===== src/rtl/pre_if_stage_pkg.sv =====
// rtl/pre_if_stage_pkg.sv - shared constants, types and helpers for the pre-IF fetch stage
package pre_if_stage_pkg;

    localparam int          BR_BUS_LEN      = 34;
    localparam int          PREIF_TO_IF_LEN = 80;
    localparam logic [31:0] RESET_PC_DEF    = 32'h1C000000;
    localparam logic [14:0] ECODE_ADEF_DEF  = 15'h0008;
    localparam logic [1:0]  INST_SIZE_WORD  = 2'b10;
    localparam logic [3:0]  IO_CNT_SAT      = 4'd15;

    typedef enum logic [1:0] {
        REDIR_NONE,
        REDIR_BR,
        REDIR_ERTN,
        REDIR_EX
    } redir_src_e;

    typedef struct packed {
        logic [31:0] nextpc;
        logic        ex;
        logic [14:0] ex_code;
        logic [31:0] ex_vaddr;
    } preif_to_if_t;

    function automatic logic [3:0] io_cnt_next(input logic [3:0] cnt, input logic inc, input logic dec);
        logic [3:0] r;
        r = cnt;
        if (inc && !dec && cnt != IO_CNT_SAT) r = cnt + 4'd1;
        if (dec && !inc && cnt != 4'd0)       r = cnt - 4'd1;
        return r;
    endfunction

endpackage


===== src/rtl/pre_if_stage_if.sv =====
// rtl/pre_if_stage_if.sv - IF hand-off bus and instruction-SRAM request port of the pre-IF stage
interface pre_if_stage_if;

    logic                                        IF_allowin;
    logic                                        preIF_to_IF_valid;
    logic [pre_if_stage_pkg::PREIF_TO_IF_LEN-1:0] preIF_to_IF_BUS;

    logic        inst_sram_req;
    logic        inst_sram_wr;
    logic [1:0]  inst_sram_size;
    logic [3:0]  inst_sram_wstrb;
    logic [31:0] inst_sram_addr;
    logic [31:0] inst_sram_wdata;
    logic        inst_sram_addr_ok;
    logic        inst_sram_data_ok;

    modport master (
        input  IF_allowin,
        output preIF_to_IF_valid,
        output preIF_to_IF_BUS,
        output inst_sram_req,
        output inst_sram_wr,
        output inst_sram_size,
        output inst_sram_wstrb,
        output inst_sram_addr,
        output inst_sram_wdata,
        input  inst_sram_addr_ok,
        input  inst_sram_data_ok
    );

    modport slave (
        output IF_allowin,
        input  preIF_to_IF_valid,
        input  preIF_to_IF_BUS,
        input  inst_sram_req,
        input  inst_sram_wr,
        input  inst_sram_size,
        input  inst_sram_wstrb,
        input  inst_sram_addr,
        input  inst_sram_wdata,
        output inst_sram_addr_ok,
        output inst_sram_data_ok
    );

endinterface


===== src/rtl/pre_if_redirect_buf.sv =====
// rtl/pre_if_redirect_buf.sv - redirect priority mux plus one-entry target buffer
module pre_if_redirect_buf
    import pre_if_stage_pkg::*;
(
    input  logic        clk,
    input  logic        rst_n,
    input  logic        wb_ex_i,
    input  logic        ertn_flush_i,
    input  logic        br_cancel_i,
    input  logic [31:0] ex_entry_i,
    input  logic [31:0] ertn_pc_i,
    input  logic [31:0] br_target_i,
    input  logic        consume_i,
    output logic        live_o,
    output logic [31:0] live_target_o,
    output logic        buf_valid_o,
    output logic [31:0] buf_target_o
);

    redir_src_e  src;
    logic        buf_valid_q;
    logic [31:0] buf_target_q;

    always_comb begin
        src           = REDIR_NONE;
        live_target_o = br_target_i;
        if (wb_ex_i) begin
            src           = REDIR_EX;
            live_target_o = ex_entry_i;
        end else if (ertn_flush_i) begin
            src           = REDIR_ERTN;
            live_target_o = ertn_pc_i;
        end else if (br_cancel_i) begin
            src           = REDIR_BR;
            live_target_o = br_target_i;
        end
    end

    assign live_o = (src != REDIR_NONE);

    // A live redirect never issues in its own cycle, so it is always parked here.
    always_ff @(posedge clk or negedge rst_n) begin
        if (!rst_n) begin
            buf_valid_q  <= 1'b0;
            buf_target_q <= 32'd0;
        end else if (live_o) begin
            buf_valid_q  <= 1'b1;
            buf_target_q <= live_target_o;
        end else if (consume_i) begin
            buf_valid_q  <= 1'b0;
        end
    end

    assign buf_valid_o  = buf_valid_q;
    assign buf_target_o = buf_target_q;

endmodule


===== src/rtl/pre_if_stage.sv =====
// rtl/pre_if_stage.sv - pre-IF stage: next-PC selection, inst-SRAM requests, outstanding count
module pre_if_stage
    import pre_if_stage_pkg::*;
#(
    parameter logic [31:0] RESET_PC        = RESET_PC_DEF,
    parameter int          MAX_OUTSTANDING = 2,
    parameter logic [14:0] ECODE_ADEF      = ECODE_ADEF_DEF
) (
    input  logic                  clk,
    input  logic                  resetn,
    input  logic [BR_BUS_LEN-1:0] BR_BUS,
    input  logic                  wb_ex,
    input  logic                  ertn_flush,
    input  logic [31:0]           ex_entry,
    input  logic [31:0]           ertn_pc,
    output logic [3:0]            IO_cnt,
    pre_if_stage_if.master        bus
);

    logic [31:0]  br_target;
    logic         br_taken_unused;
    logic         br_taken_cancel;

    logic         resetn_q;
    logic [31:0]  seq_pc_q;
    logic [3:0]   io_cnt_q;
    logic         ex_hold_q;

    logic         live_redirect;
    logic [31:0]  live_target;
    logic         buf_valid;
    logic [31:0]  buf_target;
    logic [31:0]  nextpc;
    logic         preif_ex;
    logic         req;
    logic         ready_go;
    logic         handoff;
    preif_to_if_t bus_s;

    assign br_target       = BR_BUS[33:2];
    assign br_taken_unused = BR_BUS[1];
    assign br_taken_cancel = BR_BUS[0];

    pre_if_redirect_buf u_redirect_buf (
        .clk          (clk),
        .rst_n        (resetn),
        .wb_ex_i      (wb_ex),
        .ertn_flush_i (ertn_flush),
        .br_cancel_i  (br_taken_cancel),
        .ex_entry_i   (ex_entry),
        .ertn_pc_i    (ertn_pc),
        .br_target_i  (br_target),
        .consume_i    (handoff),
        .live_o       (live_redirect),
        .live_target_o(live_target),
        .buf_valid_o  (buf_valid),
        .buf_target_o (buf_target)
    );

    assign nextpc   = live_redirect ? live_target :
                      buf_valid     ? buf_target  : seq_pc_q + 32'd4;
    assign preif_ex = |nextpc[1:0];

    assign req      = resetn_q & bus.IF_allowin & ~preif_ex & ~live_redirect & ~ex_hold_q
                    & (io_cnt_q < 4'(MAX_OUTSTANDING));
    // A misaligned PC is handed to IF without touching the SRAM; afterwards fetch parks.
    assign ready_go = (req & bus.inst_sram_addr_ok)
                    | (resetn_q & preif_ex & bus.IF_allowin & ~ex_hold_q);
    assign handoff  = ready_go & ~live_redirect;

    always_ff @(posedge clk or negedge resetn) begin
        if (!resetn) begin
            resetn_q  <= 1'b0;
            seq_pc_q  <= RESET_PC - 32'd4;
            io_cnt_q  <= 4'd0;
            ex_hold_q <= 1'b0;
        end else begin
            resetn_q <= 1'b1;
            io_cnt_q <= io_cnt_next(io_cnt_q, req & bus.inst_sram_addr_ok, bus.inst_sram_data_ok);
            if (handoff) begin
                seq_pc_q <= nextpc;
            end
            if (live_redirect) begin
                ex_hold_q <= 1'b0;
            end else if (handoff && preif_ex) begin
                ex_hold_q <= 1'b1;
            end
        end
    end

    always_comb begin
        bus_s          = '0;
        bus_s.nextpc   = nextpc;
        bus_s.ex       = preif_ex;
        bus_s.ex_code  = preif_ex ? ECODE_ADEF : 15'd0;
        bus_s.ex_vaddr = preif_ex ? nextpc : 32'd0;
    end

    assign bus.preIF_to_IF_valid = handoff;
    assign bus.preIF_to_IF_BUS   = bus_s;
    assign bus.inst_sram_req     = req;
    assign bus.inst_sram_wr      = 1'b0;
    assign bus.inst_sram_size    = INST_SIZE_WORD;
    assign bus.inst_sram_wstrb   = 4'd0;
    assign bus.inst_sram_addr    = nextpc;
    assign bus.inst_sram_wdata   = 32'd0;
    assign IO_cnt                = io_cnt_q;

endmodule

===== src/flat_wrapper.sv =====
// flat-port wrapper written by rule: the top's interface ports become plain ports
module pre_if_stage_flat import pre_if_stage_pkg::*;
#(
    parameter logic [31:0] RESET_PC        = RESET_PC_DEF,
    parameter int          MAX_OUTSTANDING = 2,
    parameter logic [14:0] ECODE_ADEF      = ECODE_ADEF_DEF
)
  (clk, resetn, BR_BUS, wb_ex, ertn_flush, ex_entry, ertn_pc, IO_cnt, bus_IF_allowin, bus_preIF_to_IF_valid, bus_preIF_to_IF_BUS, bus_inst_sram_req, bus_inst_sram_wr, bus_inst_sram_size, bus_inst_sram_wstrb, bus_inst_sram_addr, bus_inst_sram_wdata, bus_inst_sram_addr_ok, bus_inst_sram_data_ok);
  pre_if_stage_if bus_i ();
  input  logic clk;
  input  logic resetn;
  input  logic [BR_BUS_LEN-1:0] BR_BUS;
  input  logic wb_ex;
  input  logic ertn_flush;
  input  logic [31:0] ex_entry;
  input  logic [31:0] ertn_pc;
  output logic [3:0] IO_cnt;
  input wire logic [$bits(bus_i.IF_allowin)-1:0] bus_IF_allowin;
  output wire logic [$bits(bus_i.preIF_to_IF_valid)-1:0] bus_preIF_to_IF_valid;
  output wire logic [$bits(bus_i.preIF_to_IF_BUS)-1:0] bus_preIF_to_IF_BUS;
  output wire logic [$bits(bus_i.inst_sram_req)-1:0] bus_inst_sram_req;
  output wire logic [$bits(bus_i.inst_sram_wr)-1:0] bus_inst_sram_wr;
  output wire logic [$bits(bus_i.inst_sram_size)-1:0] bus_inst_sram_size;
  output wire logic [$bits(bus_i.inst_sram_wstrb)-1:0] bus_inst_sram_wstrb;
  output wire logic [$bits(bus_i.inst_sram_addr)-1:0] bus_inst_sram_addr;
  output wire logic [$bits(bus_i.inst_sram_wdata)-1:0] bus_inst_sram_wdata;
  input wire logic [$bits(bus_i.inst_sram_addr_ok)-1:0] bus_inst_sram_addr_ok;
  input wire logic [$bits(bus_i.inst_sram_data_ok)-1:0] bus_inst_sram_data_ok;
  assign bus_i.IF_allowin = bus_IF_allowin;
  assign bus_preIF_to_IF_valid = bus_i.preIF_to_IF_valid;
  assign bus_preIF_to_IF_BUS = bus_i.preIF_to_IF_BUS;
  assign bus_inst_sram_req = bus_i.inst_sram_req;
  assign bus_inst_sram_wr = bus_i.inst_sram_wr;
  assign bus_inst_sram_size = bus_i.inst_sram_size;
  assign bus_inst_sram_wstrb = bus_i.inst_sram_wstrb;
  assign bus_inst_sram_addr = bus_i.inst_sram_addr;
  assign bus_inst_sram_wdata = bus_i.inst_sram_wdata;
  assign bus_i.inst_sram_addr_ok = bus_inst_sram_addr_ok;
  assign bus_i.inst_sram_data_ok = bus_inst_sram_data_ok;
  pre_if_stage #(.RESET_PC(RESET_PC), .MAX_OUTSTANDING(MAX_OUTSTANDING), .ECODE_ADEF(ECODE_ADEF)) u_core (.clk(clk), .resetn(resetn), .BR_BUS(BR_BUS), .wb_ex(wb_ex), .ertn_flush(ertn_flush), .ex_entry(ex_entry), .ertn_pc(ertn_pc), .IO_cnt(IO_cnt), .bus(bus_i));
endmodule

===== config.mk =====
export PLATFORM = sky130hd
export DESIGN_NAME = pre_if_stage_flat
export DESIGN_NICKNAME = d
export VERILOG_FILES = /design/src/rtl/pre_if_stage_pkg.sv /design/src/rtl/pre_if_stage_if.sv /design/src/rtl/pre_if_redirect_buf.sv /design/src/rtl/pre_if_stage.sv /design/src/flat_wrapper.sv
export SDC_FILE = /design/constraint.sdc
export NUM_CORES = 1
export LEC_CHECK = 0
export ABC_AREA = 1
export BUFFER_PORTS_ARGS = -buffer_cell sky130_fd_sc_hd__buf_4
export CAP_MARGIN = 20
export CORE_ASPECT_RATIO = 0.6
export CORE_MARGIN = 8
export CORE_UTILIZATION = 48
export DETAILED_ROUTE_END_ITERATION = 16
export PLACE_DENSITY = 0.82
export RECOVER_POWER = 50
export SKIP_LAST_GASP = 1
export SYNTH_ARGS = -nofsm -noshare
export SYNTH_HDL_FRONTEND = slang
export SYNTH_SLANG_ARGS = --single-unit

===== constraint.sdc =====
create_clock -name clk -period 2.5 [get_ports clk]
set_input_delay 0.375 -clock clk [delete_from_list [all_inputs] [get_ports clk]]
set_output_delay 0.375 -clock clk [all_outputs]
set_load 0.02 [all_outputs]

==> results.sh, run 1 <==
export IMPL_crit_type="flip-flop to output port"
export IMPL_grt_util_met3_pct=11.5
export IMPL_endpoint="bus_preIF_to_IF_BUS[16]"
export IMPL_drv_cap=1
export IMPL_endpoint_kind="output port"
export IMPL_violations="capacitance limit, slew limit, setup timing"
export IMPL_core_area_um2=11400
export IMPL_p_clk_share_pct=23.2
export IMPL_ys_seq_elements=71
export IMPL_switching_power_mw=2.13
export IMPL_clock_path_buffers=2
export IMPL_worstMarginPinSlew_ns=1.81
export IMPL_dp_cells=1173
export IMPL_layout_drive_gt1_share_pct=40.5
export IMPL_clockRootBuffer="clkbuf_16"
export IMPL_grt_max_degree=72
export IMPL_design_area_um2=8070
export IMPL_antenna_found_initial=0
export IMPL_gr_usage_met1_pct=33.3
export IMPL_grt_usage_pct=26.0
export IMPL_finish_utilization_pct=70.5
export IMPL_first_pass_iters=6
export IMPL_clk_pin_slew_ns=0.05
export IMPL_peakVddDrop_mv=0.448
export IMPL_wl_per_cell_um=18.6
export IMPL_fill_cells=879
export IMPL_initial_core_util_pct=49.7
export IMPL_rsz0062_at_grt="yes"
export IMPL_avgViaCountPerCell=5.36
export IMPL_die_h_um=100
export IMPL_cts_buffers=9
export IMPL_synth_seq_area_share_pct=31.8
export IMPL_cp_start_kind="flip-flop"
export IMPL_r2r_end="u_core.IO_cnt[3]"
export IMPL_cts_tree="yes"
export IMPL_ctsHoldBuffers=0
export IMPL_synth_ff_type="dfrtp_1"
export IMPL_yosysTopAreaCell="dfrtp_1"
export IMPL_cts_sinks=71
export IMPL_hp_class="input port to flip-flop"
export IMPL_slew_violations=72
export IMPL_nNetsFinal=1158
export IMPL_layout_cells_non_filler=1214
export IMPL_yosys_area_top_type_share_pct=19.8
export IMPL_p_int_mw=3.16
export IMPL_synth_area_per_cell_um2=6.75
export IMPL_h_tree_depth=3
export IMPL_vias=6512
export IMPL_die_w_um=157
export IMPL_setup_viol=56
export IMPL_grt_pass1_vias=5895
export IMPL_whs_path_depth=3
export IMPL_total_power_mw=5.28
export IMPL_cp_slowest_cell="dfstp_2"
export IMPL_period_needed_ns=2.62
export IMPL_synth_area_um2=5690
export IMPL_swShare_pct=40.2
export IMPL_finalClockSkew_ns=0.00759
export IMPL_r2r_cells=14
export IMPL_dieArea_um2=15700
export IMPL_synth_enable_flop_cells=0
export IMPL_outcome="finished, violations left"
export IMPL_ys_warn_count=0
export IMPL_p_comb_share_pct=43.5
export IMPL_synthArstFlopShare_pct=100
export IMPL_wirelength_um=22600
export IMPL_critPathArrivalTime_ns=2.25
export IMPL_rr_startpoint="u_core.IO_cnt[3]"
export IMPL_synth_most_common_cell="nand2_1"
export IMPL_crit_chain="clkinvlp_4, nor3_4, nand3_2, xor2_1, nor2_1, o21ai_2, and2_4, buf_6"
export IMPL_io_pins=262
export IMPL_syn_instance_count=844
export IMPL_port_buffers=207
export IMPL_grt_busiest_layer="met2"
export IMPL_synth_common_cells="nand2_1 (248), buf_4 (90), inv_1 (70)"
export IMPL_met2_usage_pct=39.4
export IMPL_path_max_fanout=3
export IMPL_ff2ff_setup_slack_ns=0.25
export IMPL_p_seq_share_pct=33.3
export IMPL_gr_total_overflow=0
export IMPL_finalCritPeriodShare_pct=105
export IMPL_area_delta_synth_final_pct=41.8
export IMPL_crit_required_ns=2.12
export IMPL_diodes=0
export IMPL_p_per_area_nw_per_um2=654
export IMPL_finalHoldViolCount=0
export IMPL_placed_area_um2=7060
export IMPL_hpwl_um=16300
export IMPL_drtIter0Drc=619
export IMPL_place_ws_ns=0.0259
export IMPL_ant_nets=0
export IMPL_worst_skew_pair_late_latency_ns=0.34
export IMPL_gp_congestion=0.938
export IMPL_synth_cell_types=41
export IMPL_drc=0
export IMPL_startpoint="u_core.seq_pc_q[12]"
export IMPL_grt_pass1_wl_um=32100
export IMPL_relSlewSlack_pct=-20.9
export IMPL_critPathMaxStageDelay_ns=0.57
export IMPL_leakagePower_nw=3.94
export IMPL_ys_top_cells_by_area="dfrtp_1 (20%), nand2_1 (16%), dfstp_2 (12%)"
export IMPL_max_freq_mhz=381
export IMPL_fin_ws_ns=-0.122
export IMPL_row_count=30
[worst max-delay path, delay by kind of cell (launching register included)]
kind	cells	cell delay [ns]
AND/OR/NAND/NOR	4	0.64
XOR/XNOR	1	0.18
buffers and inverters	2	0.26
AO/OA/AOI/OAI	1	0.28
flip-flops	1	0.57
[placed cells by master, fill, tap and decap left out, types with 5 or more instances in the layout]
cell and count:
o21ai_1 19, nor3_4 6, nand3b_1 7, buf_6 27
o21ai_2 12, xor2_1 7, buf_4 239, o211ai_1 30
inv_2 8, o21ai_0 40, nor3_2 6, a21oi_1 45
nand2_1 212, nand2_4 7, clkbuf_16 9, nor2_1 29
a21oi_2 6, nand4_1 5, nand3_2 8, dfstp_2 26
conb_1 54, dfrtp_1 45, clkbuf_1 5, nand3_1 52
nand2_2 33, inv_1 62, nor2_4 9, nor2_2 11
[registers in the layout, summed over array words and instances (netlist names)]
| register | count |
|---|---|
| u_core.IO_cnt | 4 |
| u_core.ex_hold_q | 1 |
| u_core.resetn_q | 1 |
| u_core.seq_pc_q | 32 |
| u_core.u_redirect_buf.buf_target_o | 32 |
| u_core.u_redirect_buf.buf_valid_o | 1 |
[routing by layer]
layer / vias up / part of all wire, %
li1: 3006 / -
met5: - / 0
met2: 436 / 45
met4: 0 / 2.4
met1: 3013 / 40
met3: 57 / 13
[power groups by stage]
stage / combinational [mW] / sequential, mW / clock, mW
2_1_floorplan: 1.25 / 1.69 / 0
3_3_place_gp: 1.90 / 1.70 / 0
3_5_place_dp: 1.93 / 1.71 / 0
4_1_cts: 2.03 / 1.71 / 1.24
5_1_grt: 2.47 / 1.78 / 1.27
6_report: 2.30 / 1.76 / 1.22
[cell families after synthesis]
kind of cell / Yosys count / synth area share [%]
and+or+nand+nor: 396 / 29.6
buffers and inverters: 201 / 19.9
AOI/OAI and AO/OA: 161 / 16.2
DFF: 71 / 31.8
xor gates and xnor gates: 9 / 1.38
adders and majority gates: 4 / 1.01
other: 2 / 0.132
[through the flow]
| step | TNS (ns) | hold slack (ns) |
|---|---|---|
| after floorplan | 0 | 0.0794 |
| after global placement | 0 | 0.457 |
| after detailed placement | 0 | 0.469 |
| after CTS | -0.192 | 0.206 |
| after global routing | -9.91 | 0.350 |
| final | -2.83 | 0.341 |
[cell type report]
class / instances / area [um2] / area share, %
Clock buffer: 16 / 282 / 3.49
Tap cell: 160 / 200 / 2.48
Sequential cell: 71 / 1810 / 22.4
Multi-Input combinational cell: 624 / 3380 / 41.8
Timing Repair Buffer: 268 / 2110 / 26.1
Inverter: 75 / 298 / 3.69
[worst min path at each step]
| stage | start | end | slack (ns) |
|---|---|---|---|
| global route | ex_entry[7] | u_core.u_redirect_buf.buf_target_o[7] | 0.35 |
| finish | ex_entry[16] | u_core.u_redirect_buf.buf_target_o[16] | 0.34 |
| global placement | u_core.u_redirect_buf.buf_target_o[16] | u_core.u_redirect_buf.buf_target_o[16] | 0.46 |
| floorplan | resetn | u_core.IO_cnt[0] | 0.08 |
| CTS | resetn | u_core.u_redirect_buf.buf_target_o[14] | 0.21 |
| detailed placement | u_core.u_redirect_buf.buf_target_o[15] | u_core.u_redirect_buf.buf_target_o[15] | 0.47 |
[timing repair]
| item | 4_1_cts | 5_1_grt |
|---|---|---|
| endpoints found under the setup margin | 58 | 72 |
| pin swaps | 11 | 34 |
| buffers inserted | 7 | 18 |
| gates resized for setup | 48 | 111 |
(Power assumes the default switching activity.)
==> run 2: changes to the inputs <==
- CORE_UTILIZATION: 48 -> 44
- PLACE_DENSITY: 0.82 -> 0.79
- clock period: 2.5 -> 2.15 ns (I/O delays scaled with it)
==> run 2 against run 1 <==
  * The run ends with setup timing left
  * Global-route usage rose by 2.8 points
  * Wire length rose by 30%
  * Via count rose by 16%
  * Worst setup slack got worse by 0.68 ns
  * Clock power rose by 35%
  * Power rose by 40%
  * Clock skew rose by 0.0070 ns
  * Final cell count rose by 10%
  * Register-to-register slack got worse by 0.60 ns
  * Hold slack got worse by 0.072 ns
  * Critical path depth rose by 1
==> results.sh, run 2 (synthesized netlist as in run 1, its figures left out) <==
export IMPL_outcome="finished, violations left"
export IMPL_violations="setup timing"
export IMPL_leakagePower_nw=4.75
export IMPL_wirelength_um=29400
export IMPL_grt_max_degree=47
export IMPL_placed_area_um2=7860
export IMPL_worstPathBufferInverterCount=1
export IMPL_clockRootBuffer="clkbuf_16"
export IMPL_fin_ws_ns=-0.799
export IMPL_grt_pass1_vias=7168
export IMPL_hp_start="ex_entry[16]"
export IMPL_path_max_fanout=3
export IMPL_slew_violations=0
export IMPL_setup_viol=107
export IMPL_die_h_um=104
export IMPL_row_count=32
export IMPL_hp_class="input port to flip-flop"
export IMPL_drtIter0Drc=973
export IMPL_finalSetupTns_ns=-42.03
export IMPL_clock_path_buffers=2
export IMPL_hold_path_end="u_core.u_redirect_buf.buf_target_o[16]"
export IMPL_rr_startpoint="u_core.seq_pc_q[3]"
export IMPL_gr_total_overflow=0
export IMPL_diodes=0
export IMPL_hpwl_um=17700
export IMPL_die_w_um=163
export IMPL_ant_nets=0
export IMPL_relSlewSlack_pct=27.4
export IMPL_hold_slack_ns=0.269
export IMPL_cp_slowest_cell="dfstp_2"
export IMPL_gp_congestion=0.933
export IMPL_crit_chain="ha_4, nand2_4, nor2_4, nand3_2, xor2_1, nor2_2, o21ai_2, and2_4, buf_6"
export IMPL_h_tree_depth=3
export IMPL_r2r_cells=15
export IMPL_area_delta_synth_final_pct=71.0
export IMPL_initial_core_util_pct=44.7
export IMPL_drc=0
export IMPL_drv_cap=0
export IMPL_avgViaCountPerCell=5.67
export IMPL_cp_start_kind="flip-flop"
export IMPL_wl_per_cell_um=22.0
export IMPL_path_delay_family="simple AND/OR/NAND/NOR gates"
export IMPL_rsz0062_at_grt="yes"
export IMPL_r2r_end="u_core.seq_pc_q[8]"
export IMPL_finalHoldViolCount=0
export IMPL_worst_skew_pair_late_latency_ns=0.36
export IMPL_critPathArrivalTime_ns=2.63
export IMPL_cts_sinks=71
export IMPL_grt_pass1_wl_um=38700
export IMPL_cts_buffers=9
export IMPL_crit_type="flip-flop to output port"
export IMPL_endpoint_kind="output port"
export IMPL_finish_utilization_pct=76.5
export IMPL_nNetsFinal=1271
export IMPL_worstMarginPinSlew_ns=1.09
export IMPL_period_needed_ns=2.95
export IMPL_vias=7581
export IMPL_crit_required_ns=1.83
export IMPL_cts_tree="yes"
export IMPL_critPathMaxStageDelay_ns=0.63
export IMPL_io_pins=262
export IMPL_first_pass_iters=7
export IMPL_final_common_cell="buf_4"
export IMPL_core_area_um2=12700
export IMPL_finalClockSkew_ns=0.0146
export IMPL_design_area_um2=9740
export IMPL_layout_drive_gt1_share_pct=53.3
export IMPL_peakVddDrop_mv=0.400
export IMPL_max_freq_mhz=339
export IMPL_antenna_found_initial=0
export IMPL_grt_usage_pct=28.8
export IMPL_p_per_area_nw_per_um2=759
export IMPL_final_cell_mix="buf_4 (275), nand2_1 (178), buf_6 (96)"
export IMPL_whs_path_depth=3
export IMPL_dieArea_um2=17000
export IMPL_port_buffers=207
export IMPL_ff2ff_setup_slack_ns=-0.35
export IMPL_finalCritPeriodShare_pct=137
export IMPL_clk_pin_slew_ns=0.07
run 2: stage by stage:
step           power (mW)  setup WS (ns)  std cells
3_3_place_gp         4.63         -0.137       1268
6_report             7.39         -0.799       1337
3_5_place_dp         4.69         -0.223       1268
4_1_cts              6.72         -0.348       1313
5_1_grt              7.64         -0.804       1337
2_1_floorplan        3.48        -0.0597        896
run 2: what timing repair did:
item,4_1_cts,5_1_grt
hold buffers,1,0
resized for setup,198,146
hold endpoints to repair,7,0
buffers inserted,29,31
setup endpoints to repair,93,109
pin swaps,61,59
run 2: routing by layer:
metal  vias up  global-route usage, %  share of wire (%)
met1      3521                   36.1                 37
li1       3227                      -                  -
met4         0                   10.9                6.0
met3       183                   10.8                 12
met2       650                   44.2                 45
met5         -                      0                  0
run 2: final cells by class:
cell class	count	area, um2
flip-flops and latches	71	1810
well taps	170	213
fillers	782	3000
multi-input cells	624	3850
repair buffers	381	3250
clock buffers	10	229
clock inverters	6	85.1
inverters	75	297
run 2: worst reg2reg max path: stages, from the launching register on:
cell     delay (ns)
dfstp_2        0.63
ha_4           0.17
nand2_4        0.08
nor2_4         0.13
buf_4          0.12
buf_6          0.11
xor2_1         0.07
o21ai_1        0.21
nand2_2        0.12
buf_4          0.16
buf_4          0.12
buf_4          0.12
buf_4          0.12
buf_4          0.12
nand2_1        0.06
o21ai_1        0.07
run 2: how the worst max path moves through the flow:
stage	startpoint	endpoint	slack [ns]	cells past startpoint
after floorplan	ertn_flush	u_core.IO_cnt[3]	-0.06	18
after global placement	u_core.seq_pc_q[2]	bus_inst_sram_addr[18]	-0.14	9
after detailed placement	wb_ex	u_core.IO_cnt[3]	-0.22	17
after CTS	u_core.seq_pc_q[10]	bus_preIF_to_IF_BUS[14]	-0.35	11
after global routing	u_core.seq_pc_q[8]	bus_preIF_to_IF_BUS[16]	-0.80	8
final	u_core.seq_pc_q[3]	bus_preIF_to_IF_BUS[16]	-0.80	9
run 2: power by group:
part           switching [mW]  internal, mW  total, mW
Clock                   0.641          1.01       1.65
Combinational            2.08          1.62       3.70
Sequential              0.311          1.73       2.04
Total                    3.04          4.36       7.39
